$ cat config.mk
export PLATFORM = sky130hd
export DESIGN_NAME = pipelined_addsub
export DESIGN_NICKNAME = d
export VERILOG_FILES = /design/src/rtl/pipelined_addsub.sv
export SDC_FILE = /design/constraint.sdc
export NUM_CORES = 1
export LEC_CHECK = 0
export CAP_MARGIN = 20
export CORE_MARGIN = 4
export CORE_UTILIZATION = 65
export DETAILED_ROUTE_END_ITERATION = 16
export DONT_BUFFER_PORTS = 1
export PLACE_DENSITY = 0.93
export SKIP_CTS_REPAIR_TIMING = 1
export SYNTH_ARGS = -nofsm -noshare
export SYNTH_HDL_FRONTEND = slang
export SYNTH_SLANG_ARGS = --single-unit
$ cat constraint.sdc
create_clock -name clk -period 4.8 [get_ports clk]
set_input_delay 0.72 -clock clk [delete_from_list [all_inputs] [get_ports clk]]
set_output_delay 0.72 -clock clk [all_outputs]
set_load 0.005 [all_outputs]
$ cat src/rtl/pipelined_addsub.sv
// pipelined_addsub
//
// Pipelined add/subtract on WIDTH-bit operands. The carry chain is split into
// STAGES segments of SEG = WIDTH/STAGES bits, one segment resolved per stage.
// Every beat chooses add or subtract, signed or unsigned overflow rules, and
// wrap or saturate. Overflow is always reported. A sideband tag rides along
// untouched. STAGES must lie in 1..WIDTH and divide WIDTH exactly.
//
// Ports:
//   clk        rising-edge clock
//   rst        asynchronous active-high reset
//   in_valid   operand beat valid
//   in_ready   block can accept a beat this cycle (combinational from out_ready)
//   in_a       operand A
//   in_b       operand B
//   in_sub     1: A-B, 0: A+B
//   in_signed  1: two's-complement overflow rules, 0: unsigned
//   in_sat     1: saturate on overflow, 0: wrap
//   in_tag     sideband returned with the result
//   out_valid  result valid
//   out_ready  consumer accepts the result
//   out_sum    result
//   out_ovf    overflow/borrow occurred
//   out_tag    tag of this result
module pipelined_addsub #(
  parameter int WIDTH  = 32,
  parameter int STAGES = 2,
  parameter int TAG_W  = 4
) (
  input  logic             clk,
  input  logic             rst,
  input  logic             in_valid,
  output logic             in_ready,
  input  logic [WIDTH-1:0] in_a,
  input  logic [WIDTH-1:0] in_b,
  input  logic             in_sub,
  input  logic             in_signed,
  input  logic             in_sat,
  input  logic [TAG_W-1:0] in_tag,
  output logic             out_valid,
  input  logic             out_ready,
  output logic [WIDTH-1:0] out_sum,
  output logic             out_ovf,
  output logic [TAG_W-1:0] out_tag
);

  localparam int SEG  = WIDTH / STAGES;
  localparam int LAST = STAGES - 1;

  // Everything a stage carries. Operand B is stored already inverted for
  // subtraction, so every stage simply adds b with the incoming carry.
  typedef struct packed {
    logic [WIDTH-1:0] a;
    logic [WIDTH-1:0] b;
    logic [WIDTH-1:0] sum;
    logic             carry;
    logic             sub;
    logic             sgn;
    logic             sat;
    logic             ovf;
    logic [TAG_W-1:0] tag;
  } stage_t;

  stage_t            st_q [STAGES];
  stage_t            st_d [STAGES];
  logic [STAGES-1:0] vld_q;
  logic [STAGES-1:0] vld_d;
  logic [STAGES-1:0] load;

  // Load enables, walked from the output back towards the input. A stage
  // loads when it is empty or when the stage after it loads, so empty stages
  // fill behind a stalled one and bubbles collapse.
  always_comb begin
    logic chain;
    load       = '0;
    chain      = !vld_q[LAST] || out_ready;
    load[LAST] = chain;
    for (int k = STAGES - 2; k >= 0; k--) begin
      chain   = !vld_q[k] || chain;
      load[k] = chain;
    end
  end

  assign in_ready = load[0];

  // Next contents of each stage. Stage k takes its predecessor's state (or
  // the raw input for stage 0) and resolves segment k of the carry chain.
  // The last stage also works out overflow and applies saturation, so the
  // output register already holds the final answer.
  always_comb begin
    stage_t           src;
    logic [SEG:0]     seg_res;
    logic             sign_a;
    logic             sign_b;
    logic             sign_r;
    logic             ovf;
    logic [WIDTH-1:0] sat_val;
    int               p;
    src     = '0;
    seg_res = '0;
    sign_a  = 1'b0;
    sign_b  = 1'b0;
    sign_r  = 1'b0;
    ovf     = 1'b0;
    sat_val = '0;
    p       = 0;
    for (int k = 0; k < STAGES; k++) begin
      p = (k > 0) ? k - 1 : 0;
      if (k == 0) begin
        src.a     = in_a;
        src.b     = in_sub ? ~in_b : in_b;
        src.sum   = '0;
        src.carry = in_sub;
        src.sub   = in_sub;
        src.sgn   = in_signed;
        src.sat   = in_sat;
        src.ovf   = 1'b0;
        src.tag   = in_tag;
        vld_d[k]  = in_valid;
      end else begin
        src      = st_q[p];
        vld_d[k] = vld_q[p];
      end

      seg_res = {1'b0, src.a[k*SEG +: SEG]} + {1'b0, src.b[k*SEG +: SEG]}
              + {{SEG{1'b0}}, src.carry};

      st_d[k]                  = src;
      st_d[k].sum[k*SEG +: SEG] = seg_res[SEG-1:0];
      st_d[k].carry            = seg_res[SEG];
      st_d[k].ovf              = 1'b0;

      if (k == LAST) begin
        // Signs are taken from A and the (possibly inverted) B actually added.
        sign_a = src.a[WIDTH-1];
        sign_b = src.b[WIDTH-1];
        sign_r = st_d[k].sum[WIDTH-1];
        if (src.sgn) begin
          ovf     = (sign_a == sign_b) && (sign_r != sign_a);
          sat_val = sign_a ? {1'b1, {(WIDTH-1){1'b0}}} : {1'b0, {(WIDTH-1){1'b1}}};
        end else begin
          // For subtraction a missing carry-out means a borrow.
          ovf     = src.sub ? !seg_res[SEG] : seg_res[SEG];
          sat_val = src.sub ? '0 : '1;
        end
        st_d[k].ovf = ovf;
        if (src.sat && ovf) begin
          st_d[k].sum = sat_val;
        end
      end
    end
  end

  // Stage registers. Data is only captured alongside a valid beat so the
  // output holds its last result rather than flickering with bubbles.
  always_ff @(posedge clk or posedge rst) begin
    if (rst) begin
      vld_q <= '0;
      for (int k = 0; k < STAGES; k++) begin
        st_q[k] <= '0;
      end
    end else begin
      for (int k = 0; k < STAGES; k++) begin
        if (load[k]) begin
          vld_q[k] <= vld_d[k];
          if (vld_d[k]) begin
            st_q[k] <= st_d[k];
          end
        end
      end
    end
  end

  assign out_valid = vld_q[LAST];
  assign out_sum   = st_q[LAST].sum;
  assign out_ovf   = st_q[LAST].ovf;
  assign out_tag   = st_q[LAST].tag;

endmodule

==> reports/metrics.yaml <==
place:
  port_buffers: 0
  place_congestion: 0.847
  preCtsSetupSlack_ns: 1.47
  placement.cell_area_um2: 5440
  hpwlAfterDp_mm: 8.92
floorplanning:
  floorplan_die_area_um2: 10200
  row_count: 33
  io_pins: 114
  die_h_um: 101
  die_width_um: 101
  core_region_area_um2: 8340
  floorplan.initialDensity_pct: 67.7
cts:
  clkLatencyLatePin_ns: 0.37
  clockBufferDepth: 2
  htreeDepth: 3
  cts_tree: "yes"
  clk_tree_root_cell: "sky130_fd_sc_hd__clkbuf_8"
  cts-buffers-inserted: 9
  clk_pin_slew_worst_paths_ns: 0.09
  clock_sink_count: 95
flow_run:
  drv_cap: 0
drt:
  avgRoutedWirePerCell_um: 19.0
  dr.first_iter.drc_count: 165
  residual_antenna_violating_net_count_after_detailed_routing: 0
  vias: 4020
  drc: 0
  drtPass1Iterations: 6
  vias_per_cell: 6.23
  postRouteWirelength_mm: 12.2
sta:
  hold_viol_final: 0
  setup_viol_count_final: 0
  timing.final.ws_setup_ns: 1.40
  tightest_slew_ns: 0.705
  achievable-frequency_ghz: 0.294
  grt_setup_unrepaired: "false"
  clock-skew-final_ns: 0.0112
  slew_headroom_pct: 53.0
  min_period_over_period_pct: 70.9
  finalMaxSlewViolations: 0
  minimum_period_implied_by_the_final_worst_setup_slack_ns: 3.40
  timing.setup.tns_ns: 0
setup_path:
  path_buf_inv: 2
  timing.critical_path.mode_cell: "sky130_fd_sc_hd__fa_1"
  critical-path-slowest-cell: "sky130_fd_sc_hd__a31o_2"
  crit_type: "flip-flop to flip-flop"
  timing.critical_path.cells: "fa_1, inv_1, fa_1, nand2b_1, a21oi_1, o21a_1, a21oi_2, nor2_1, a31o_2, nor2_2, buf_4, a211oi_2"
  endpoint_type_of_the_worst_setup_path: "flip-flop"
  path_max_fanout: 30
  critical_path_required_ns: 5.09
  crit_path_max_incr_delay_ns: 0.64
  data_arrival_at_the_endpoint_of_the_critical_path_ns: 3.69
  crit_path_start_kind: "flip-flop"
  crit_family: "compound AO/OA/AOI/OAI gates"
layout:
  finish.utilization_pct: 68.0
  syn_to_final_growth_pct: 0.377
  fillerInstances: 659
  design_area_final_um2: 5670
  post_route_cells_drive_above_1_share_pct: 14.1
  antenna_cells_inserted: 0
  fin_nets: 643
synth:
  yosys_warnings: 0
  synthesis.nets: 684
  synthDistinctLibCells: 55
  post-synth-top-area-fraction_pct: 42.1
  syn_std_cell_area_um2: 5650
  synth_seq_cells: 95
  post_synth.cell_area_avg_um2: 9.81
  synth.top_cells.by_area: "sky130_fd_sc_hd__dfrtp_1 42%, sky130_fd_sc_hd__ha_1 6.6%, sky130_fd_sc_hd__mux2_2 5.0%, sky130_fd_sc_hd__buf_4 4.8%, sky130_fd_sc_hd__xnor2_1 4.3%"
  synth_seq_area_share_pct: 42.1
  synthesis.instances: 576
  yosys.area.top_type: "sky130_fd_sc_hd__dfrtp_1"
power:
  vdd.ir_drop.worst_uv: 225
  power.density_cell_area_nw_per_um2: 469
  leakagePower_uw: 0.00250
  total_power_uw: 2660
worst_hold_path:
  min_path_type: "primary input to async pin"
status:
  run_status: "complete, no violations"
global_route:
  grt_max_degree: 58
  wire_length_of_the_first_global_routing_pass_mm: 20.2
  grt.overflow.total: 0
  globalRouteTotalUtil_pct: 25.3
  antenna_found_initial: 0
  first_global_vias: 4079
==> worst paths after layout <==
check | end | startpoint | depth (start not counted) | slack, ns
max | out_sum[17]$_DFFE_PP0P_ | st_q[113]$_DFFE_PP0P_ | 12 | 1.40
min in group clk | vld_q[0]$_DFFE_PP0N_ | in_valid | 1 | 0.45
min reg2reg | out_tag[1]$_DFFE_PP0P_ | st_d[1]$_DFFE_PP0P_ | 2 | 0.48
min | st_d[96]$_DFFE_PP0P_ | rst | 1 | 0.27
max reg2reg | out_sum[17]$_DFFE_PP0P_ | st_q[113]$_DFFE_PP0P_ | 12 | 1.40
max in group asynchronous | st_d[60]$_DFFE_PP0P_ | rst | 2 | 3.49
==> worst reg2reg max path: cells and delay by family (launching register included) <==
family	cells	cell delay (ns)
buffers and inverters	2	0.35
DFF	1	0.40
and+or+nand+nor	3	0.44
adders and majority gates	2	0.66
AOI/OAI and AO/OA	5	1.47
==> registers in the layout (all words and copies together) (netlist names) <==
register and count:
out_tag 4, out_sum 32, st_d 39, out_ovf 1, st_q 17, vld_q 2
==> per-layer routing <==
metal,GRT usage (%),vias to the layer above,routed length (um)
met3,7.30,30,1110
li1,-,1891,-
met2,41.4,171,5990
met5,0,-,0
met1,31.6,1928,4800
met4,10.0,0,344
==> cell usage in the layout (no fill, tap or decap), drive strengths merged, types with 5 or more instances in the layout <==
master,Yosys,layout
dfrtp,95,95
nand2,61,61
nor2,53,53
o21ai,48,48
ha,30,30
a21oi,29,29
xnor2,28,28
xor2,28,28
o22ai,28,28
mux2,26,26
inv,11,12
clkbuf,11,11
nand2b,8,8
a21o,7,7
nor3,7,7
buf,48,7
nand3,5,5
a211oi,5,5
==> cells in the mapped netlist (all sizes together) <==
library cell  instances
a311oi                1
o211a                 1
nor3                  7
a31o                  4
xnor2                28
nor2                 53
o21bai                1
and2                  3
a211oi                5
mux2                 26
o2bb2ai               2
a31oi                 2
a41o                  1
inv                  11
fa                    3
o311a                 1
o211ai                4
xor2                 28
nand4                 2
nand2b                8
nand4b                1
o21a                  4
ha                   30
clkbuf               11
nor4                  2
dfrtp                95
a21oi                29
nand3                 5
nand3b                1
a211o                 2
o22ai                28
o21ai                48
buf                  48
nor2b                 1
or3                   4
or2                   2
nand2                61
o31ai                 3
a21o                  7
or4                   1
a2111oi               1
and3                  1
==> stage by stage <==
stage	hold WS, ns	cells
after floorplan	0.433	576
after global placement	0.439	628
after detailed placement	0.463	628
after CTS	0.283	644
after global routing	0.311	645
final	0.267	645
==> report_power, final <==
| part | leakage (uW) | internal [uW] | total, uW | switching [uW] |
|---|---|---|---|---|
| combinational | 0.00127 | 387 | 866 | 479 |
| clock | 0.000104 | 295 | 576 | 281 |
| sequential | 0.00112 | 1020 | 1220 | 197 |
| total | 0.00250 | 1700 | 2660 | 957 |
==> final cells by class <==
type | instances | area (um^2) | area share (%)
Multi-Input combinational cell | 411 | 2840 | 50.1
Tap cell | 105 | 131 | 2.32
Inverter | 11 | 43.8 | 0.772
Timing Repair Buffer | 7 | 65.1 | 1.15
Sequential cell | 95 | 2380 | 41.9
Clock inverter | 5 | 81.3 | 1.43
Clock buffer | 11 | 131 | 2.32
==> cell families (layout without fill, tap and decap cells) <==
kind of cell / Yosys count / in the layout / share of synthesized area, %
buf+inv: 70 / 34 / 7.69
flops: 95 / 95 / 42.1
fa+ha+maj: 33 / 33 / 7.71
xor+xnor: 56 / 56 / 8.68
simple gates: 152 / 152 / 12.3
mux: 26 / 26 / 5.25
compound gates: 144 / 144 / 16.3
(Power assumes the default switching activity.)
